===== config.mk =====
export PLATFORM = sky130hd
export DESIGN_NAME = output_ctrl
export DESIGN_NICKNAME = d
export VERILOG_FILES = /design/src/rtl/dsec_pkg.sv /design/src/rtl/out_fifo2.sv /design/src/rtl/output_ctrl.sv
export SDC_FILE = /design/constraint.sdc
export NUM_CORES = 1
export LEC_CHECK = 0
export ABC_AREA = 1
export CELL_PAD_IN_SITES_DETAIL_PLACEMENT = 0
export CELL_PAD_IN_SITES_GLOBAL_PLACEMENT = 1
export CORE_MARGIN = 2
export CORE_UTILIZATION = 39
export DETAILED_ROUTE_END_ITERATION = 8
export PLACE_DENSITY_LB_ADDON = 0.1
export SLEW_MARGIN = 20
export SYNTH_ARGS = -nofsm -noshare
export SYNTH_HDL_FRONTEND = slang
export SYNTH_SLANG_ARGS = --single-unit

===== constraint.sdc =====
create_clock -name clk -period 4.7 [get_ports clk]
set_input_delay 0.705 -clock clk [delete_from_list [all_inputs] [get_ports clk]]
set_output_delay 0.705 -clock clk [all_outputs]
set_load 0.01 [all_outputs]

===== src/rtl/dsec_pkg.sv =====
// Shared types and constants for the output controller.
package dsec_pkg;

  localparam int unsigned DATA_W             = 64;
  localparam int unsigned CNT_W              = 2;
  localparam int unsigned DEF_TIMEOUT_CYCLES = 16;

  typedef enum logic [1:0] {
    ST_IDLE  = 2'd0,
    ST_FLUSH = 2'd1,
    ST_DRAIN = 2'd2,
    ST_ERR   = 2'd3
  } state_t;

  localparam logic [DATA_W-1:0] ERR_PUSH_FULL  = 64'h1;
  localparam logic [DATA_W-1:0] ERR_RCVD_EMPTY = 64'h2;
  localparam logic [DATA_W-1:0] ERR_TIMEOUT    = 64'h3;
  localparam logic [DATA_W-1:0] ERR_DUMP_BUSY  = 64'h4;

endpackage


===== src/rtl/out_fifo2.sv =====
// Two-entry word buffer with a registered head-of-queue output.
// The caller guarantees push only when a slot is free or a pop happens in the same cycle.
module out_fifo2
  import dsec_pkg::*;
(
  input  logic              clk,
  input  logic              rst,
  input  logic              clr,
  input  logic              push,
  input  logic              pop,
  input  logic [DATA_W-1:0] din,
  output logic [DATA_W-1:0] dout,
  output logic [CNT_W-1:0]  count
);

  logic [DATA_W-1:0] mem [2];
  logic              wr_ptr;
  logic              rd_ptr;
  logic              rd_ptr_nxt;

  assign rd_ptr_nxt = rd_ptr ^ pop;

  // Storage array; contents are only meaningful while counted.
  always_ff @(posedge clk) begin
    if (push && !clr) begin
      mem[wr_ptr] <= din;
    end
  end

  // Pointers, occupancy and head word; head bypasses storage when the incoming word lands at the head.
  always_ff @(posedge clk or posedge rst) begin
    if (rst) begin
      wr_ptr <= 1'b0;
      rd_ptr <= 1'b0;
      count  <= '0;
      dout   <= '0;
    end else if (clr) begin
      wr_ptr <= 1'b0;
      rd_ptr <= 1'b0;
      count  <= '0;
      dout   <= '0;
    end else begin
      if (push) begin
        wr_ptr <= ~wr_ptr;
      end
      rd_ptr <= rd_ptr_nxt;
      count  <= CNT_W'(count + CNT_W'(push) - CNT_W'(pop));
      dout   <= (push && (wr_ptr == rd_ptr_nxt)) ? din : mem[rd_ptr_nxt];
    end
  end

endmodule


===== src/rtl/output_ctrl.sv =====
// Output controller: buffers shift-concat words toward the receiver, sequences the
// end-of-stream flush/drain, and latches protocol errors.
// Build option: define OUTPUT_CTRL_TIMEOUT_EN to enable the out_valid wait timeout.
module output_ctrl
  import dsec_pkg::*;
#(
  parameter int unsigned TIMEOUT_CYCLES = DEF_TIMEOUT_CYCLES
) (
  input  logic              clk,
  input  logic              rst,
  input  logic              shcn_done,
  input  logic [DATA_W-1:0] shcn_data,
  input  logic              out_rcvd,
  input  logic              dump_req,
  input  logic              comp_flushed,
  input  logic              err_clr,
  output logic [DATA_W-1:0] data_out,
  output logic              out_valid,
  output logic              buf_full,
  output logic              dump_comp,
  output logic              done,
  output logic              error,
  output logic [DATA_W-1:0] error_code
);

  state_t            state;
  state_t            state_d;
  logic [CNT_W-1:0]  count;
  logic [CNT_W-1:0]  count_nxt;
  logic              full;
  logic              push;
  logic              pop;
  logic              clr;
  logic              e_full;
  logic              e_rcvd;
  logic              e_tmo;
  logic              e_dump;
  logic              any_err;
  logic              tmo_hit;
  logic              dump_comp_d;
  logic              done_d;
  logic [DATA_W-1:0] code_d;

  assign full    = (count == CNT_W'(2));
  assign pop     = out_valid && out_rcvd && (state != ST_ERR);
  assign e_full  = shcn_done && full && !pop && (state != ST_ERR);
  assign e_rcvd  = out_rcvd && !out_valid && (state != ST_ERR);
  assign e_dump  = dump_req && (state != ST_IDLE) && (state != ST_ERR);
  assign e_tmo   = tmo_hit && (state != ST_ERR);
  assign any_err = e_full || e_rcvd || e_tmo || e_dump;
  assign push    = shcn_done && (state != ST_ERR) && !e_full;
  assign clr     = (state == ST_ERR) && err_clr;
  assign count_nxt = clr ? '0 : CNT_W'(count + CNT_W'(push) - CNT_W'(pop));

  out_fifo2 u_fifo (
    .clk   (clk),
    .rst   (rst),
    .clr   (clr),
    .push  (push),
    .pop   (pop),
    .din   (shcn_data),
    .dout  (data_out),
    .count (count)
  );

`ifdef OUTPUT_CTRL_TIMEOUT_EN
  localparam int unsigned TMO_W = $clog2(TIMEOUT_CYCLES + 1);

  logic [TMO_W-1:0] tmo_cnt;

  assign tmo_hit = out_valid && !out_rcvd && (tmo_cnt == TMO_W'(TIMEOUT_CYCLES - 1));

  // Counts consecutive cycles a valid word waits unaccepted.
  always_ff @(posedge clk or posedge rst) begin
    if (rst) begin
      tmo_cnt <= '0;
    end else if (!out_valid || out_rcvd || tmo_hit) begin
      tmo_cnt <= '0;
    end else begin
      tmo_cnt <= tmo_cnt + TMO_W'(1);
    end
  end
`else
  // No wait limit in this build; the parameter has no hardware behind it.
  assign tmo_hit = 1'b0 & (TIMEOUT_CYCLES == 0);
`endif

  // Next state, one-cycle strobes and error-code selection (lowest code wins).
  always_comb begin
    state_d     = state;
    dump_comp_d = 1'b0;
    done_d      = 1'b0;
    code_d      = ERR_DUMP_BUSY;
    unique case (state)
      ST_IDLE: begin
        if (dump_req) begin
          state_d     = ST_FLUSH;
          dump_comp_d = 1'b1;
        end
      end
      ST_FLUSH: begin
        if (comp_flushed) begin
          state_d = ST_DRAIN;
        end
      end
      ST_DRAIN: begin
        if (count == '0) begin
          state_d = ST_IDLE;
          done_d  = 1'b1;
        end
      end
      ST_ERR: begin
        if (err_clr) begin
          state_d = ST_IDLE;
        end
      end
      default: state_d = ST_IDLE;
    endcase
    if (e_tmo)  code_d = ERR_TIMEOUT;
    if (e_rcvd) code_d = ERR_RCVD_EMPTY;
    if (e_full) code_d = ERR_PUSH_FULL;
    if (any_err) begin
      state_d     = ST_ERR;
      dump_comp_d = 1'b0;
      done_d      = 1'b0;
    end
  end

  // State register and registered status outputs derived from next-cycle values.
  always_ff @(posedge clk or posedge rst) begin
    if (rst) begin
      state      <= ST_IDLE;
      out_valid  <= 1'b0;
      buf_full   <= 1'b0;
      dump_comp  <= 1'b0;
      done       <= 1'b0;
      error      <= 1'b0;
      error_code <= '0;
    end else begin
      state     <= state_d;
      out_valid <= (count_nxt != '0) && (state_d != ST_ERR);
      buf_full  <= (count_nxt == CNT_W'(2)) || (state_d == ST_ERR);
      dump_comp <= dump_comp_d;
      done      <= done_d;
      error     <= (state_d == ST_ERR);
      if (any_err) begin
        error_code <= code_d;
      end
    end
  end

endmodule


==> results_tabular.tex <==
\begin{tabular}{lr}
\hline
Metric & Value \\
\hline
\multicolumn{2}{l}{\textbf{Place}} \\
GP Congestion & 0.708 \\
Total of buffers placed on input and output ports & 142 \\
Half-perimeter wire length after detailed placement & $\sim$13,000 µm \\
\# placed instances & about 1,500 \\
\multicolumn{2}{l}{\textbf{Floorplan}} \\
Floorplan die width & 161 µm \\
Initial Utilization & 0.397 \\
Core Region & 24,300 µm² \\
Row count & 57 \\
Top Ports & between 200 and 250 \\
Die Y & 161 µm \\
Total Die Area & 26,000 µm² \\
\multicolumn{2}{l}{\textbf{Final layout}} \\
Area Overhead vs Synth & 22.6\% \\
Number of diodes & 0 \\
Number of nets at the end of the flow & $\sim$1,200 \\
Final cell count without fillers & 1,512 \\
Share of cells above drive strength 1 & 0.0774 \\
Filler cells & approximately 2,300 \\
\multicolumn{2}{l}{\textbf{Min path}} \\
Worst hold path depth & 2 \\
Path category of the worst min-delay check & reg2reg \\
WHS Endpoint & error\_code[0]\$\_DFFE\_PP0P\_ \\
Worst hold path startpoint & error\_code[0]\$\_DFFE\_PP0P\_ \\
\multicolumn{2}{l}{\textbf{Global route}} \\
Global-route wire length before repair & between 30,000 and 40,000 µm \\
Total grt overflow & 0 \\
Maximum number of pins on one net before global-route repair & 65 \\
GRT Util Overall & 0.174 \\
Number of antenna violations at the first check in global routing & 0 \\
Vias in the first global route & 6,725 \\
\multicolumn{2}{l}{\textbf{Setup path}} \\
CP cell instances & clkdlybuf4s50\_1 -> nand2\_1 -> inv\_1 -> nand3\_4 -> nand3\_1 -> nand3\_4 -> nand2\_1 -> inv\_1 -> nor2\_1 \\
RR Startpoint & state[1]\$\_DFF\_PP0\_ \\
Worst Path Max Fanout & 64 \\
Endpoint of the worst-slack reg-to-reg timing path & out\_valid\$\_DFF\_PP0\_ \\
Setup crit end kind & register \\
Setup slack on the worst flop-to-flop path & between 1.5 and 2 ns \\
CP Class & in2reg \\
Worst path required time & 5.14 ns \\
Worst Reg2Reg Path Length in Cells & 12 \\
Data arrival time of the worst path & approximately 3.4 ns \\
Worst stage delay on the critical path & between 0.6 and 0.7 ns \\
Crit start category & input pin \\
CP max stage cell & sky130\_fd\_sc\_hd\_\_nand3\_4 \\
\multicolumn{2}{l}{\textbf{STA}} \\
Shortest clock period the worst path allows after layout & around 3 ns \\
RSZ-0062 raised after global routing & false \\
Worst slew margin relative to its limit & 0.429 \\
Share of the clock period used by the worst path after layout & 0.627 \\
Achievable clock frequency & around 340 MHz \\
Final Hold Vio Count & 0 \\
Transition time at the pin with the least slew margin & 0.857 ns \\
Number of setup violations in the final report & 0 \\
Max-slew violation total from the final report & 0 \\
Clock skew after layout & a little over 0.01 ns \\
Aggregate negative setup slack & 0 ns \\
\multicolumn{2}{l}{\textbf{Power and ir drop}} \\
Leak Pwr & roughly 6 nW \\
Cell area power density & around 660 nW/µm² \\
Worst IR drop on VDD & between 0.3 and 0.4 mV \\
\multicolumn{2}{l}{\textbf{Detailed routing}} \\
Number of violations reported at the end of detailed-routing iteration 0 & 340 \\
Routed via count divided by cell count & roughly 4.4 \\
Wire length on met3 & roughly 1200 µm \\
Vias & $\sim$6,700 \\
WL/cell & about 15 µm \\
Detailed-route wire length on metal 1 & 10,200 µm \\
Drt drc & 0 \\
Post-route ant nets & 0 \\
Post-Route WL & 22,500 µm \\
Top layer in use & met4 \\
Iteration count of the initial detailed-routing pass & 4 \\
Wire length on met2 & approximately 11,000 µm \\
\multicolumn{2}{l}{\textbf{Synth}} \\
Portion of netlist area occupied by mux cells & 0 \\
Adder-cell share of the synthesized area & 0.00259 \\
Dominant cells by area after synthesis & sky130\_fd\_sc\_hd\_\_edfxtp\_1 40\%, sky130\_fd\_sc\_hd\_\_dfrtp\_1 20\%, sky130\_fd\_sc\_hd\_\_nand3\_1 10\% \\
Area fraction in and, or, nand and nor cells after synthesis & 0.228 \\
Mapped cell area & slightly below 10,000 µm² \\
Xor-xnor portion of the synthesized cell area & 0.000907 \\
Warning count from the yosys run & 0 \\
Number of synthesized register bits & between 200 and 250 \\
Post-synthesis compound-gate area fraction & 0.00311 \\
EDFF count, synth & about 130 \\
Post-synthesis instance total & between 1,000 and 1,500 \\
Mapped Avg Cell Area & 9.26 µm² \\
Share of flip-flops with an asynchronous set or reset & 0.379 \\
Area share of the largest cell type after synthesis & 0.398 \\
Seq/Total Area, Yosys & 0.600 \\
Post-synth cell types & 26 \\
Top cell type by total area after synthesis & sky130\_fd\_sc\_hd\_\_edfxtp\_1 \\
Combinational family with the most area after synthesis & simple AND/OR/NAND/NOR gates \\
Most frequently used flop master after synthesis & sky130\_fd\_sc\_hd\_\_edfxtp\_1 \\
\multicolumn{2}{l}{\textbf{CTS}} \\
Level count of the clock H-tree & 1 \\
Skew-Pair Late Insertion Delay & $\sim$0.51 ns \\
Buffers inserted by post-CTS timing repair & 0 \\
Clock-pin slew reported for the worst setup and hold paths after clock tree synthesis & approximately 0.060 ns \\
Sink Count & approximately 210 \\
Count of hold buffers inserted by post-cts repair & 0 \\
TritonCTS clock tree & built \\
Number of resized instances in the post-cts repair step & 0 \\
Number of buffers created by CTS & 24 \\
Maximum root-to-sink buffer count & 3 \\
Buffer cell driving the clock tree root & sky130\_fd\_sc\_hd\_\_clkbuf\_16 \\
\multicolumn{2}{l}{\textbf{Outcome}} \\
Status & completed \\
\multicolumn{2}{l}{\textbf{Job}} \\
Max-cap viol count & 0 \\
\hline
\end{tabular}
==> worst max-delay path by stage <==
stage	cells after the start	endpoint	start
after floorplan	7	u_fifo.mem[1][0]$_DFFE_PP_	out_rcvd
after global placement	9	u_fifo.dout[5]$_DFF_PP0_	out_rcvd
after detailed placement	9	u_fifo.dout[5]$_DFF_PP0_	out_rcvd
after CTS	9	u_fifo.dout[3]$_DFF_PP0_	out_rcvd
after global routing	9	u_fifo.dout[56]$_DFF_PP0_	out_rcvd
final	9	u_fifo.dout[3]$_DFF_PP0_	out_rcvd
==> worst max-delay path: cells and delay by family <==
kind | cells | cell delay (ns)
simple gates | 6 | 1.93
buf+inv | 3 | 0.74
==> cells in the final DEF (no fill, tap or decap), types with 2 or more instances in the layout <==
cell type / count
sky130_fd_sc_hd__a21oi_1: 2
sky130_fd_sc_hd__buf_4: 13
sky130_fd_sc_hd__clkbuf_1: 3
sky130_fd_sc_hd__clkbuf_16: 25
sky130_fd_sc_hd__clkbuf_8: 5
sky130_fd_sc_hd__clkdlybuf4s50_1: 142
sky130_fd_sc_hd__clkinv_1: 6
sky130_fd_sc_hd__clkinv_2: 3
sky130_fd_sc_hd__conb_1: 61
sky130_fd_sc_hd__dfrtp_1: 78
sky130_fd_sc_hd__edfxtp_1: 128
sky130_fd_sc_hd__ha_1: 2
sky130_fd_sc_hd__inv_1: 183
sky130_fd_sc_hd__inv_2: 27
sky130_fd_sc_hd__nand2_1: 210
sky130_fd_sc_hd__nand2_2: 5
sky130_fd_sc_hd__nand3_1: 199
sky130_fd_sc_hd__nand3_4: 3
sky130_fd_sc_hd__nor2_1: 72
sky130_fd_sc_hd__nor2_2: 2
sky130_fd_sc_hd__nor2_4: 3
sky130_fd_sc_hd__nor3_1: 3
sky130_fd_sc_hd__o21ai_0: 4
==> where the power goes <==
| group | switching [mW] | total [mW] | internal [mW] |
|---|---|---|---|
| registers | 0.175 | 2.73 | 2.55 |
| clock network | 0.721 | 1.82 | 1.10 |
| logic | 2.00 | 3.27 | 1.27 |
==> area by class of cell <==
class                   count  area [µm²]  share of cell area
flip-flops and latches    206        5800               0.489
clock buffers              33         706              0.0596
repair buffers            156        1540               0.130
clock inverters            11        76.3             0.00645
well taps                 324         405              0.0342
inverters                 211         795              0.0671
multi-input cells         571        2520               0.213
==> kinds of logic (layout without fill, tap and decap cells) <==
group                    after synthesis  in the layout
AND/OR/NAND/NOR                      501            501
buffers and inverters                326            411
flip-flops                           206            206
AO/OA/AOI/OAI                          6              6
adder cells (fa/ha/maj)                2              2
other                                  1             61
XOR/XNOR                               1              1
==> state kept, by name (all words and copies together), names as in the netlist <==
| register | cells |
|---|---|
| u_fifo.dout | 64 |
| u_fifo.mem | 128 |
| error | 1 |
| done | 1 |
| buf_full | 1 |
| u_fifo.rd_ptr | 1 |
| dump_comp | 1 |
| out_valid | 1 |
| u_fifo.count | 2 |
| error_code | 3 |
| state | 2 |
| u_fifo.wr_ptr | 1 |
==> Yosys cell counts, types with 3 or more instances <==
cell type,number
sky130_fd_sc_hd__inv_1,185
sky130_fd_sc_hd__nand2_2,4
sky130_fd_sc_hd__dfrtp_1,78
sky130_fd_sc_hd__nor3_1,3
sky130_fd_sc_hd__clkbuf_1,8
sky130_fd_sc_hd__nor2_1,74
sky130_fd_sc_hd__o21ai_0,4
sky130_fd_sc_hd__edfxtp_1,128
sky130_fd_sc_hd__buf_6,7
sky130_fd_sc_hd__nand2_1,211
sky130_fd_sc_hd__inv_2,26
sky130_fd_sc_hd__buf_2,23
sky130_fd_sc_hd__nand3_1,199
sky130_fd_sc_hd__buf_4,77
==> per-layer routing <==
layer  track usage  vias to the layer above
met1         0.235                     3102
li1              -                     3373
met2         0.302                      181
met5             0                        -
met3        0.0288                       21
met4        0.0288                        0
==> metrics by stage <==
stage	util	power, mW	setup WS, ns	hold slack, ns	area, µm²
floorplan	-	4.91	0.237	0.501	9880
global placement	0.455	6.08	1.14	0.469	11100
detailed placement	0.455	6.09	1.12	0.466	11100
CTS	0.487	7.93	1.64	0.480	11800
global route	0.487	8.44	1.44	0.508	11800
finish	0.487	7.82	1.76	0.475	11800
No activity file was read; power rests on OpenSTA's default activity.
==> patch, RTL diff (config.mk and constraints unchanged) <==
Set the package constant `DATA_W` to 32 (it was 64).
--- a/src/rtl/dsec_pkg.sv
+++ b/src/rtl/dsec_pkg.sv
@@ -3,3 +3,3 @@
 
-  localparam int unsigned DATA_W             = 64;
+  localparam int unsigned DATA_W             = 32;
   localparam int unsigned CNT_W              = 2;
Interface: changed (resized data_out, error_code and shcn_data); port bits go from 204 to 108. The function was not compared with the original's and may differ.
==> patch against the unedited design <==
- sequential cell count shrank 96
- hold slack improved by 0.0050 ns
- total power decreased by 49%
- worst setup slack improved by 0.0047 ns
- clock skew is 0.0047 ns lower
- cell area decreased by 47%
- sequential power decreased by 46%
- die area is 46% lower
- synthesized area shrank 46%
- routed wire length shrank 50%
==> patch: results (changes against the unedited design) <==
- First-pass GRT wire length: 18.4 mm (-49%)
- Clk Latency, worst-skew pair: 0.35 ns (-0.16 ns)
- H-Tree Depth: 3 (+2)
- Slowest stage delay, CP: 0.80 ns (+0.13 ns)
- FF-to-FF End: u_fifo.mem[1][6]
- Ant diodes: 0 (unchanged)
- Largest net degree at the start of global routing: 47 (-28%)
- Min-Delay Path Class: reg -> reg
- Synth area leaders: edfxtp_1 37%, dfrtp_1 22%, nand3_1 10%
- Netlist cell types: 26 (unchanged)
- Seq/Total Area, Yosys: 59.5% (-0.56 points)
- Fillers: 1243 (-47%)
- Routed wire length: 11.1 mm (-50%)
- Worst rel slew slack: 32.0% (-11 points)
- Vias after detailed routing: 3620 (-46%)
- Total Nets Final: 674 (-46%)
- Clk pin slew, worst setup/hold paths: 0.07 ns
- Worst-path maximum fanout: 36 (-44%)
- Hold Path Sink: error_code[0]
- Initial antenna violation count: 0 (unchanged)
- Arr. time, crit path: 2.91 ns (-0.47 ns)
- CP delay by family, top: simple AND/OR/NAND/NOR gates
- CTS Buf Count: 9 (-63%)
- Yosys Warn Count: 0 (unchanged)
- Main synth FF type: edfxtp_1
- Slowest stage cell, crit path: nor2_4
- Layout Skew: 0.00543 ns (-0.00471 ns)
- Clk root buf: clkbuf_16
- Bufs on Longest Clock Path: 2 (-1)
- Static leakage: 3.13 nW (-47%)
- Most frequent cell after synthesis: nand2_1
- Post-CTS sizing: 0 (unchanged)
- Dpl ws: 1.36 ns (+0.244 ns)
- # port buffers: 78 (-45%)
- Detailed placement HPWL: 6.49 mm (-50%)
- Max VDD drop: 0.242 mV (-20%)
- Top Registers: u_fifo.mem: 64 flops, u_fifo.dout: 32 flops, error_code: 3 flops
- EDFF count, synth: 64 (-50%)
- Placement Cell Area: 5970 sq um (-46%)
- DR iter-0 viols: 200 (-41%)
- Ys async rst share: 41.8% (+4.0 points)
- # Post-CTS Setup Buffers: 0 (unchanged)
- RD Place Congestion: 0.700 (-1.0%)
- Worst R2R Start: state[1]
- Status: finished, final reports clean
- Vias in the first global route: 3506 (-48%)
- Commonest cells in the netlist: 115 x nand2_1, 114 x inv_1, 103 x nand3_1
- Reg-to-reg setup timing slack: 2.09 ns (+0.13 ns)
- GRT Total Usage: 16.6% (-0.80 points)
- HP Start: error_code[0]
- Worst r2r path cells: 7 (-5)
- TritonRoute pass-1 iters: 4 (unchanged)
- Hold Path Depth: 2 (unchanged)
- Fraction of layout cells with a size suffix above 1: 4.86% (-2.9 points)
[patch: layout make-up]
type                    count  area (sq um)  area share, %
clock inverters             5          50.0          0.800
repair buffers             82           811           13.0
inverters                 115           433           6.92
clock buffers              11           233           3.72
well taps                 176           220           3.52
flip-flops and latches    110          3070           49.1
multi-input cells         315          1430           22.9
[patch: metal layers]
layer	routed length, um	track usage (%)	share of wire (%)
met5	0	0	0
met3	576	2.97	5.2
met4	187	6.03	1.7
met1	4980	22.1	45
met2	5410	27.2	48
[patch: metrics by stage]
step | cells | hold slack, ns
2_1_floorplan | 593 | 0.501
3_3_place_gp | 798 | 0.455
3_5_place_dp | 798 | 0.474
4_1_cts | 814 | 0.491
5_1_grt | 814 | 0.530
6_report | 814 | 0.480
[patch: worst max path at each step]
stage,from,cells after the start,endpoint,slack [ns]
finish,out_rcvd,8,u_fifo.mem[1][6],1.76
global route,out_rcvd,10,u_fifo.dout[21],1.47
CTS,out_rcvd,8,u_fifo.mem[1][29],1.72
detailed placement,out_rcvd,8,u_fifo.mem[1][29],1.36
global placement,out_rcvd,10,u_fifo.dout[16],1.08
floorplan,out_rcvd,6,u_fifo.mem[1][0],1.75
[patch: kinds of logic (layout without fill, tap and decap cells)]
logic type / Yosys count / after routing / synth area share [%]
other: 1 / 29 / 0.0726
AO/OA/AOI/OAI: 6 / 6 / 0.581
AND/OR/NAND/NOR: 277 / 277 / 24.0
XOR/XNOR: 1 / 1 / 0.170
flip-flops: 110 / 110 / 59.5
buffers and inverters: 168 / 213 / 15.2
adder cells (fa/ha/maj): 2 / 2 / 0.484
[patch: where the power goes]
part | switching, mW | internal, mW | total, mW
Combinational | 1.06 | 0.679 | 1.73
Sequential | 0.103 | 1.37 | 1.47
Clock | 0.338 | 0.410 | 0.748
Total | 1.50 | 2.45 | 3.95
